[src/rtl/stage_skid_reg_if.sv]
// Handshake bundle for stage_skid_reg: upstream offer/accept and downstream valid/ready.
// The slave modport is the buffer's view; master is the surrounding pipeline's view.
interface stage_skid_reg_if #(
    parameter int unsigned DATA_W = 64
);
    logic              in_valid;
    logic [DATA_W-1:0] in_data;
    logic              in_ready;
    logic              out_valid;
    logic [DATA_W-1:0] out_data;
    logic              out_ready;

    modport slave (
        input  in_valid, in_data, out_ready,
        output in_ready, out_valid, out_data
    );

    modport master (
        output in_valid, in_data, out_ready,
        input  in_ready, out_valid, out_data
    );
endinterface

[src/rtl/stage_skid_reg.sv]
// Two-entry in-order skid buffer between pipeline stages, with freeze, flush and
// a saturating back-pressure counter.
module stage_skid_reg #(
    parameter int unsigned DATA_W = 64,
    parameter int unsigned CNT_W  = 16
) (
    input  logic               clk,
    input  logic               rst,
    input  logic               freeze,
    input  logic               flush,
    stage_skid_reg_if.slave    bus,
    output logic [1:0]         occupancy,
    output logic [CNT_W-1:0]   stall_cnt
);
    typedef enum logic [1:0] {
        EMPTY = 2'd0,
        ONE   = 2'd1,
        FULL  = 2'd2
    } state_t;

    localparam logic [CNT_W-1:0] CNT_ONE = {{(CNT_W-1){1'b0}}, 1'b1};

    state_t            state;
    logic [DATA_W-1:0] head;
    logic [DATA_W-1:0] skid;
    logic              accept;
    logic              pop;

    // in_ready deliberately ignores out_ready so the upstream path stays short.
    assign bus.in_ready  = !freeze && (state != FULL);
    assign bus.out_valid = !freeze && (state != EMPTY);
    assign bus.out_data  = head;
    assign occupancy     = state;
    assign accept        = bus.in_valid && bus.in_ready;
    assign pop           = bus.out_valid && bus.out_ready;

    always_ff @(posedge clk or posedge rst) begin
        if (rst) begin
            state     <= EMPTY;
            head      <= '0;
            skid      <= '0;
            stall_cnt <= '0;
        end else begin
            if (bus.out_valid && !bus.out_ready && (stall_cnt != '1))
                stall_cnt <= stall_cnt + CNT_ONE;

            if (flush) begin
                state <= EMPTY;
                head  <= '0;
                skid  <= '0;
            end else if (!freeze) begin
                case (state)
                    EMPTY: begin
                        if (accept) begin
                            state <= ONE;
                            head  <= bus.in_data;
                        end
                    end
                    ONE: begin
                        if (accept && pop) begin
                            head <= bus.in_data;
                        end else if (accept) begin
                            state <= FULL;
                            skid  <= bus.in_data;
                        end else if (pop) begin
                            state <= EMPTY;
                            head  <= '0;
                        end
                    end
                    FULL: begin
                        if (pop) begin
                            state <= ONE;
                            head  <= skid;
                            skid  <= '0;
                        end
                    end
                    default: begin
                        state <= EMPTY;
                        head  <= '0;
                        skid  <= '0;
                    end
                endcase
            end
        end
    end
endmodule

[src/flat_wrapper.sv]
// flat-port wrapper written by rule: the top's interface ports become plain ports
module stage_skid_reg_flat 
#(
    parameter int unsigned DATA_W = 64,
    parameter int unsigned CNT_W  = 16
)
  (clk, rst, freeze, flush, occupancy, stall_cnt, bus_in_valid, bus_in_data, bus_out_ready, bus_in_ready, bus_out_valid, bus_out_data);
  stage_skid_reg_if #(.DATA_W(DATA_W)) bus_i ();
  input  logic clk;
  input  logic rst;
  input  logic freeze;
  input  logic flush;
  output logic [1:0] occupancy;
  output logic [CNT_W-1:0] stall_cnt;
  input wire logic [$bits(bus_i.in_valid)-1:0] bus_in_valid;
  input wire logic [$bits(bus_i.in_data)-1:0] bus_in_data;
  input wire logic [$bits(bus_i.out_ready)-1:0] bus_out_ready;
  output wire logic [$bits(bus_i.in_ready)-1:0] bus_in_ready;
  output wire logic [$bits(bus_i.out_valid)-1:0] bus_out_valid;
  output wire logic [$bits(bus_i.out_data)-1:0] bus_out_data;
  assign bus_i.in_valid = bus_in_valid;
  assign bus_i.in_data = bus_in_data;
  assign bus_i.out_ready = bus_out_ready;
  assign bus_in_ready = bus_i.in_ready;
  assign bus_out_valid = bus_i.out_valid;
  assign bus_out_data = bus_i.out_data;
  stage_skid_reg #(.DATA_W(DATA_W), .CNT_W(CNT_W)) u_core (.clk(clk), .rst(rst), .freeze(freeze), .flush(flush), .bus(bus_i), .occupancy(occupancy), .stall_cnt(stall_cnt));
endmodule
[config.mk]
export PLATFORM = sky130hd
export DESIGN_NAME = stage_skid_reg_flat
export DESIGN_NICKNAME = d
export VERILOG_FILES = /design/src/rtl/stage_skid_reg_if.sv /design/src/rtl/stage_skid_reg.sv /design/src/flat_wrapper.sv
export SDC_FILE = /design/constraint.sdc
export NUM_CORES = 1
export LEC_CHECK = 0
export ABC_AREA = 1
export CAP_MARGIN = 25
export CORE_UTILIZATION = 50
export DETAILED_ROUTE_END_ITERATION = 8
export PLACE_DENSITY_LB_ADDON = 0.08
export SLEW_MARGIN = 20
export SYNTH_ARGS = -nofsm -noshare
export SYNTH_HDL_FRONTEND = slang
export SYNTH_SLANG_ARGS = --single-unit
[constraint.sdc]
create_clock -name clk -period 9.75 [get_ports clk]
set_input_delay 1.95 -clock clk [delete_from_list [all_inputs] [get_ports clk]]
set_output_delay 1.95 -clock clk [all_outputs]
set_load 0.05 [all_outputs]
==> summary.md, run 1 <==
| Metric | Value |
|---|---|
| Hold-fix buffers at CTS | 0 |
| Critical path startpoint | freeze |
| TritonCTS clock tree | done |
| Grt ovf | 0 |
| Area grow syn2layout | 28.6% |
| Routed WL | 20.8 mm |
| Fmax | 0.183 GHz |
| Cts bufs inserted | 17 |
| P_leak | 5.32 nW |
| Final setup viols | 0 |
| DR vias/cell | 5.07 |
| Crit path DAT | 3.51 ns |
| Sink Count | 146 |
| Synth top area share | 0.463 |
| Die Wd | 128 um |
| Initial antenna violation count | 0 |
| IO buf count | 153 |
| Max-slew headroom | 0.403 |
| Worst Setup EP | bus_in_ready |
| Gp weighted congestion | 0.828 |
| Part of the cycle the worst path needs | 0.560 |
| Post-synth top area cell | dfrtp_1 |
| Worst Setup End Kind | primary output |
| Fraction of layout cells with a size suffix above 1 | 0.0448 |
| Final hold vios | 0 |
| Min setup slack post-route | 4.29 ns |
| Max VDD drop | 0.143 mV |
| Root buffer cell | clkbuf_16 |
| Core area | 15300 um^2 |
| Status | completed |
| Mapped Nets | 1216 |
| Max FO, Critical Path | 4 |
| Most common cell after layout, fill and taps aside | nand2_1 |
| Ports | 154 |
| Routed Antenna Nets | 0 |
| First-pass GRT wire length | 34.8 mm |
| DR vias | 7510 |
| Diodes inserted | 0 |
| DPL Wire Length | 12.5 mm |
| Hold Path Class | flop to flop |
| Distinct cells, synth | 25 |
| Worst reg2reg endpoint | u_core.skid[41] |
| Fin crit period | 5.46 ns |
| Starting density of the core | 0.516 |
| Critical path required time | 7.80 ns |
| CTS clk-pin slew, worst paths | 0.06 ns |
| CTS max path bufs | 2 |
| WL/cell | 14.0 um |
| Largest net degree at the start of global routing | 91 |
| Synth Cell Area | 7900 um^2 |
| Nets | 1330 |
| Sequential element share of the synthesized area | 0.463 |
| Dpl ws | 4.34 ns |
| Yosys warns | 0 |
| Post-Syn Instances | 1145 |
| Drt drc | 0 |
| Pins over their slew limit | 0 |
| Chip Height | 128 um |
| Crit start category | primary input |
| Filler cell count | 1365 |
| Full die area | 16300 um^2 |
| GRT Util Overall | 0.269 |
| Number of synthesized register bits | 146 |
| Worst Tran Pin Value | 0.893 ns |
| Post-CTS setup buffers | 0 |
| Initial DRC Count | 561 |
| Sum Neg Setup Slack | 0 ns |
| FF-to-FF setup slack | 6.74 ns |
| Unrepaired setup endpoints after global routing | false |
| # resized after CTS | 0 |
| Most frequent cells in the layout | 564 x nand2_1, 153 x clkdlybuf4s50_1, 146 x dfrtp_1 |
| Setup Crit Path Kind | primary input to primary output |
| Worst Reg-to-Reg Cells | 9 |
| Rows | 45 |
| Design area | 10200 um^2 |
| Worst-skew pair later-pin latency | 0.43 ns |
| Vias in the first global route | 7055 |
| Syn_area_per_cell | 6.90 um^2 |
| Router iterations before antenna repair | 5 |
| Synth top area cells | dfrtp_1 46%, nand2_1 27%, nand4_1 5.5%, nor2_1 4.2%, inv_1 4.0% |
| R2R Path Start | u_core.occupancy[0] |
| MaxCap Viol Count | 0 |
| H-tree Lvls | 4 |
| Placed inst area | 9500 um^2 |
| Clock Skews | 0.00787 ns |
| PwrDens | 235 nW/um^2 |
[worst max-delay path, cell delays in order]
cell and delay, ns:
clkdlybuf4s50_1 0.46, nor2_1 0.24, clkdlybuf4s50_1 0.85
[sequential cells by signal, indices dropped and copies added, names as in the netlist]
name,count
u_core.skid,64
u_core.bus.out_data,64
u_core.stall_cnt,16
u_core.occupancy,2
[logic make-up (layout without fill, tap and decap cells)]
family / Yosys count / in the layout / synth area share
AND/OR/NAND/NOR: 786 / 786 / 0.412
flip-flops: 146 / 146 / 0.463
adder cells (fa/ha/maj): 1 / 1 / 0.00158
buffers and inverters: 158 / 284 / 0.0845
AO/OA/AOI/OAI: 44 / 44 / 0.0284
XOR/XNOR: 10 / 10 / 0.0111
[report_power, final]
part | internal [W] | switching, W
logic | 0.000260 | 0.000603
clock network | 0.000484 | 0.000253
registers | 0.000715 | 0.0000731
total | 0.00146 | 0.000929
[layer usage]
layer | track usage | routed length [um]
met1 | 0.382 | 9860
met2 | 0.421 | 9520
met3 | 0.0463 | 1240
met4 | 0.0803 | 214
met5 | 0 | 0
[stage by stage]
step	std cells	hold slack (ns)	utilization	total power (W)
floorplan	1145	0.442	-	0.00138
global placement	1447	0.456	0.616	0.00164
detailed placement	1451	0.459	0.620	0.00166
CTS	1482	0.473	0.663	0.00240
global route	1482	0.485	0.663	0.00251
finish	1482	0.473	0.663	0.00239
[cells in the mapped netlist]
cell type and n:
nor2_1 89, nor2_4 2, clkinv_1 1, buf_1 7
o21ai_2 1, and3_1 1, o21ai_0 42, inv_2 3
inv_1 85, a21oi_1 1, nand3_4 1, nand2_4 1
nand2_2 1, dfrtp_1 146, nand4_1 70, xor2_1 4
nor3_1 2, ha_1 1, xnor2_1 6, buf_2 35
nand2_1 565, nand3_1 51, buf_4 8, clkbuf_1 19
nand3_2 3
[worst min-delay path by stage]
stage | start | endpoint | slack, ns | cells after the start
floorplan | u_core.skid[0] | u_core.skid[0] | 0.44 | 2
global placement | u_core.skid[56] | u_core.skid[56] | 0.46 | 2
detailed placement | u_core.skid[23] | u_core.skid[23] | 0.46 | 2
CTS | u_core.skid[23] | u_core.skid[23] | 0.47 | 2
global route | u_core.skid[19] | u_core.skid[19] | 0.48 | 2
finish | u_core.skid[0] | u_core.skid[0] | 0.47 | 2
[layout make-up]
cell class | instances | area (um^2) | area share
tap | 211 | 264 | 0.0260
inverter | 89 | 339 | 0.0334
clock inverter | 11 | 209 | 0.0206
clock buffer | 20 | 447 | 0.0440
timing repair buffer | 164 | 1650 | 0.163
sequential | 146 | 3650 | 0.360
multi-input combinational | 841 | 3590 | 0.353
Note: power is estimated with default switching activity, not from simulation.
==> run 2, diff against run 1 <==
==> constraint.sdc (replaced) <==
create_clock -name clk -period 5.6 [get_ports clk]
set_input_delay 1.12 -clock clk [delete_from_list [all_inputs] [get_ports clk]]
set_output_delay 1.12 -clock clk [all_outputs]
set_load 0.05 [all_outputs]
==> summary.md, run 2 (same netlist as run 1, synthesis figures left out) <==
| Metric | Value |
|---|---|
| Critical path required time | 4.48 ns (was 7.80 ns) |
| Status | completed (unchanged) |
| Full die area | 16300 um^2 (unchanged) |
| Worst Tran Pin Value | 0.954 ns (was 0.893 ns) |
| Pins over their slew limit | 0 (unchanged) |
| Net Sw Power | 0.00165 W (was 0.000929 W) |
| Max-slew headroom | 0.363 (was 0.403) |
| Hold-fix buffers at CTS | 0 (unchanged) |
| Clock power share | 0.299 (was 0.309) |
| Initial antenna violation count | 0 (unchanged) |
| Gp weighted congestion | 0.839 (was 0.828) |
| MaxCap Viol Count | 0 (unchanged) |
| Clock Skews | 0.00692 ns (was 0.00787 ns) |
| Worst Hold End | u_core.skid[18] (was u_core.skid[0]) |
| Net Sw Frac | 0.401 (was 0.389) |
| DR vias/cell | 5.11 (was 5.07) |
| GRT Util Overall | 0.277 (was 0.269) |
| # resized after CTS | 0 (unchanged) |
| FF-to-FF setup slack | 2.62 ns (was 6.74 ns) |
| Inst Count DP | 1452 (was 1451) |
| Register area | 3650 um^2 (unchanged) |
| IO buf count | 153 (unchanged) |
| Fmax | 0.265 GHz |
| DR vias | 7582 (was 7510) |
| Starting density of the core | 0.516 (unchanged) |
| Nets | 1332 (was 1330) |
| PwrDens | 405 nW/um^2 (was 235 nW/um^2) |
| Routed WL | 21.6 mm (was 20.8 mm) |
| Fin crit period | 3.78 ns |
| H-tree Lvls | 4 (unchanged) |
| Sum Neg Setup Slack | 0 ns (unchanged) |
| Worst Hold Depth | 2 (unchanged) |
| Worst Reg-to-Reg Cells | 8 (was 9) |
| Filler cell count | 1397 (was 1365) |
| Chip Height | 128 um (unchanged) |
| Unrepaired setup endpoints after global routing | false (unchanged) |
| Gate power share | 0.368 (was 0.361) |
| Crit start category | primary input (unchanged) |
| Vias in the first global route | 7151 (was 7055) |
| CTS max path bufs | 2 (unchanged) |
| Hold path start | u_core.skid[18] (was u_core.skid[0]) |
| Part of the cycle the worst path needs | 0.674 |
| TritonCTS clock tree | done (unchanged) |
| Diodes inserted | 0 (unchanged) |
| Post-CTS setup buffers | 0 (unchanged) |
| Sink Count | 146 (unchanged) |
| Worst Setup End Kind | primary output (unchanged) |
| Rows | 45 (unchanged) |
| Final hold vios | 0 (unchanged) |
| Max FO, Critical Path | 4 (unchanged) |
| P_int | 0.00246 W (was 0.00146 W) |
| Fraction of layout cells with a size suffix above 1 | 0.0487 (was 0.0448) |
| Crit path DAT | 2.66 ns (was 3.51 ns) |
| Worst reg2reg endpoint | u_core.skid[29] (was u_core.skid[41]) |
| DPL Wire Length | 12.4 mm (was 12.5 mm) |
| Power share of the sequential group | 0.333 (was 0.330) |
| Most frequent cells in the layout | 564 x nand2_1, 153 x clkdlybuf4s50_1, 146 x dfrtp_1 (unchanged) |
| Max VDD drop | 0.245 mV (was 0.143 mV) |
| Core area | 15300 um^2 (unchanged) |
| Largest net degree at the start of global routing | 104 (was 91) |
| Worst-skew pair later-pin latency | 0.42 ns (was 0.43 ns) |
| Multi-input logic area | 3590 um^2 (about the same) |
| Critical path startpoint | freeze (unchanged) |
| CTS clk-pin slew, worst paths | 0.06 ns (about the same) |
| Setup Crit Path Kind | primary input to primary output (unchanged) |
| P_leak | 5.31 nW (was 5.32 nW) |
| Ports | 154 (unchanged) |
| WL/cell | 14.6 um (was 14.0 um) |
| Routed Antenna Nets | 0 (unchanged) |
| Cell Count, Final, Fillers Out | 1485 (was 1482) |
| R2R Path Start | u_core.occupancy[0] (unchanged) |
| Root buffer cell | clkbuf_16 (unchanged) |
| Most common cell after layout, fill and taps aside | nand2_1 (unchanged) |
| Grt ovf | 0 (unchanged) |
| Area grow syn2layout | 28.5% (was 28.6%) |
| Die Wd | 128 um (unchanged) |
| Final setup viols | 0 (unchanged) |
| First-pass GRT wire length | 35.9 mm (was 34.8 mm) |
| Hold Path Class | flop to flop (unchanged) |
| Drt drc | 0 (unchanged) |
| Initial DRC Count | 658 (was 561) |
| Cts bufs inserted | 17 (unchanged) |
| Router iterations before antenna repair | 5 (unchanged) |
run 2: routing by layer:
metal  up-vias  GRT usage  wire length (um)
li1       3789          -                 -
met1      3553      0.395             10300
met5         -          0                 0
met4         0     0.0734               240
met3        21     0.0501              1100
met2       219      0.435              9950
run 2: worst max-delay path by stage:
stage	to	slack (ns)	depth (start not counted)
floorplan	u_core.bus.out_data[0]	0.56	1
finish	bus_in_ready	1.82	3
global route	bus_in_ready	1.77	3
detailed placement	u_core.skid[22]	1.81	8
global placement	u_core.skid[0]	1.81	8
CTS	bus_in_ready	1.83	3
run 2: final cells by class:
type / instances / area share
Tap cell: 211 / 0.0260
Timing Repair Buffer: 166 / 0.164
Clock buffer: 19 / 0.0446
Multi-Input combinational cell: 841 / 0.354
Inverter: 89 / 0.0334
Clock inverter: 13 / 0.0180
Sequential cell: 146 / 0.360
run 2: critical path, cell delays in order:
cell and delay [ns]:
clkdlybuf4s50_1 0.46, nor2_1 0.22, clkdlybuf4s50_1 0.85
run 2: power groups by stage:
stage	clock network (W)	registers (W)	logic [W]
floorplan	0	0.00182	0.000574
global route	0.00129	0.00139	0.00164
global placement	0	0.00138	0.00149
detailed placement	0	0.00138	0.00151
CTS	0.00124	0.00137	0.00152
finish	0.00123	0.00137	0.00151
run 2: through the flow:
stage          power, W  setup WS [ns]   util  hold WS, ns  cell area [um^2]
2_1_floorplan   0.00239          0.557      -        0.442              7900
3_3_place_gp    0.00287           1.81  0.617        0.454              9460
3_5_place_dp    0.00289           1.81  0.619        0.458              9480
4_1_cts         0.00412           1.83  0.661        0.473             10100
5_1_grt         0.00432           1.77  0.663        0.486             10100
6_report        0.00411           1.82  0.663        0.470             10100
==> run 3, diff against run 2 <==
==> constraint.sdc (replaced) <==
create_clock -name clk -period 3.8 [get_ports clk]
set_input_delay 0.76 -clock clk [delete_from_list [all_inputs] [get_ports clk]]
set_output_delay 0.76 -clock clk [all_outputs]
set_load 0.05 [all_outputs]
==> summary.md, run 3 (same netlist as run 1, synthesis figures left out) <==
| Metric | Value |
|---|---|
| Post-CTS setup buffers | 0 (unchanged) |
| Setup Crit Path Kind | primary input to primary output (unchanged) |
| Area grow syn2layout | 28.8% (was 28.5%) |
| Most common cell after layout, fill and taps aside | nand2_1 (unchanged) |
| DR vias/cell | 5.11 (about the same) |
| IO buf count | 153 (unchanged) |
| Router iterations before antenna repair | 7 (was 5) |
| Rows | 45 (unchanged) |
| Initial antenna violation count | 0 (unchanged) |
| Power share of the sequential group | 0.331 (was 0.333) |
| Starting density of the core | 0.516 (unchanged) |
| Sink Count | 146 (unchanged) |
| DPL Wire Length | 12.4 mm (about the same) |
| Largest net degree at the start of global routing | 70 (was 104) |
| H-tree Lvls | 4 (unchanged) |
| Initial DRC Count | 728 (was 658) |
| Register area | 3650 um^2 (unchanged) |
| Chip Height | 128 um (unchanged) |
| Max FO, Critical Path | 4 (unchanged) |
| Critical path required time | 3.04 ns (was 4.48 ns) |
| Worst Setup End Kind | primary output (unchanged) |
| Clock Skews | 0.00806 ns (was 0.00692 ns) |
| Clock power share | 0.301 (was 0.299) |
| # resized after CTS | 0 (unchanged) |
| Drt drc | 0 (unchanged) |
| Grt ovf | 0 (unchanged) |
| Most frequent cells in the layout | 564 x nand2_1, 153 x clkdlybuf4s50_1, 146 x dfrtp_1 (unchanged) |
| Part of the cycle the worst path needs | 0.803 |
| Fmax | 0.328 GHz |
| Worst Tran Pin Value | 0.769 ns (was 0.954 ns) |
| Pins over their slew limit | 0 (unchanged) |
| Gp weighted congestion | 0.841 (was 0.839) |
| Multi-input logic area | 3590 um^2 (about the same) |
| First-pass GRT wire length | 36.3 mm (was 35.9 mm) |
| Nets | 1334 (was 1332) |
| Fraction of layout cells with a size suffix above 1 | 0.0462 (was 0.0487) |
| Final hold vios | 0 (unchanged) |
| CTS clk-pin slew, worst paths | 0.06 ns (about the same) |
| CTS max path bufs | 2 (unchanged) |
| Diodes inserted | 0 (unchanged) |
| Fin crit period | 3.05 ns |
| Die Wd | 128 um (unchanged) |
| P_leak | 5.32 nW (was 5.31 nW) |
| Design area | 10200 um^2 (was 10100 um^2) |
| Ports | 154 (unchanged) |
| WL/cell | 14.3 um (was 14.6 um) |
| P_int | 0.00369 W (was 0.00246 W) |
| Core area | 15300 um^2 (unchanged) |
| Gate power share | 0.367 (was 0.368) |
| Net Sw Frac | 0.393 (was 0.401) |
| Crit path DAT | 2.29 ns (was 2.66 ns) |
| Root buffer cell | clkbuf_16 (unchanged) |
| GRT Util Overall | 0.280 (was 0.277) |
| Cts bufs inserted | 17 (unchanged) |
| MaxCap Viol Count | 0 (unchanged) |
| Routed WL | 21.2 mm (was 21.6 mm) |
| DR vias | 7596 (was 7582) |
| Hold-fix buffers at CTS | 0 (unchanged) |
| Crit start category | primary input (unchanged) |
| Sum Neg Setup Slack | 0 ns (unchanged) |
| Vias in the first global route | 7522 (was 7151) |
| TritonCTS clock tree | done (unchanged) |
| PwrDens | 598 nW/um^2 (was 405 nW/um^2) |
| Placed inst area | 9540 um^2 (was 9480 um^2) |
| Unrepaired setup endpoints after global routing | false (unchanged) |
| Net Sw Power | 0.00239 W (was 0.00165 W) |
| Final hold slack | 0.471 ns (was 0.470 ns) |
| Hold Path Class | flop to flop (unchanged) |
| Final setup viols | 0 (unchanged) |
| Status | completed (unchanged) |
| Routed Antenna Nets | 0 (unchanged) |
| Worst-skew pair later-pin latency | 0.42 ns (about the same) |
| Filler cell count | 1379 (was 1397) |
| Full die area | 16300 um^2 (unchanged) |
| Max VDD drop | 0.325 mV (was 0.245 mV) |
| Max-slew headroom | 0.487 (was 0.363) |
-- run 3: cell type report --
cell class | instances | share of cell area
flip-flops and latches | 146 | 0.359
multi-input cells | 841 | 0.353
repair buffers | 168 | 0.167
clock buffers | 23 | 0.0450
inverters | 89 | 0.0332
well taps | 211 | 0.0260
clock inverters | 9 | 0.0176
-- run 3: power by group through the flow --
stage | Sequential, W | Clock [W] | Combinational, W
2_1_floorplan | 0.00268 | 0 | 0.000846
3_3_place_gp | 0.00203 | 0 | 0.00222
3_5_place_dp | 0.00204 | 0 | 0.00224
4_1_cts | 0.00201 | 0.00186 | 0.00225
5_1_grt | 0.00205 | 0.00193 | 0.00243
6_report | 0.00201 | 0.00183 | 0.00223
-- run 3: critical path: stages --
cell and delay (ns):
clkdlybuf4s50_1 0.46, nor2_1 0.23, clkdlybuf4s50_1 0.84
-- run 3: metrics by stage --
| stage | setup slack, ns | instances | power (W) | utilization |
|---|---|---|---|---|
| 4_1_cts | 0.756 | 1487 | 0.00613 | 0.664 |
| 5_1_grt | 0.696 | 1487 | 0.00640 | 0.664 |
| 3_5_place_dp | 0.771 | 1455 | 0.00428 | 0.623 |
| 2_1_floorplan | 1.21 | 1145 | 0.00353 | - |
| 3_3_place_gp | 0.782 | 1454 | 0.00425 | 0.621 |
| 6_report | 0.749 | 1487 | 0.00608 | 0.664 |
-- run 3: metal layers --
metal  vias up  track usage  part of all wire
met4         0       0.0844             0.013
li1       3791            -                 -
met2       233        0.464              0.47
met5         -            0                 0
met3        22       0.0530             0.061
met1      3550        0.374              0.46
-- run 3: final timing paths --
path | startpoint | end | slack (ns) | cells past startpoint
worst max-delay path | freeze | bus_in_ready | 0.75 | 3
worst min-delay path | u_core.skid[20] | u_core.skid[20] | 0.47 | 2
worst max register to register | u_core.occupancy[0] | u_core.skid[40] | 1.27 | 8
worst min register to register | u_core.skid[20] | u_core.skid[20] | 0.47 | 2
max in group asynchronous | rst | u_core.skid[44] | 2.44 | 3
min in group asynchronous | rst | u_core.bus.out_data[29] | 0.63 | 2
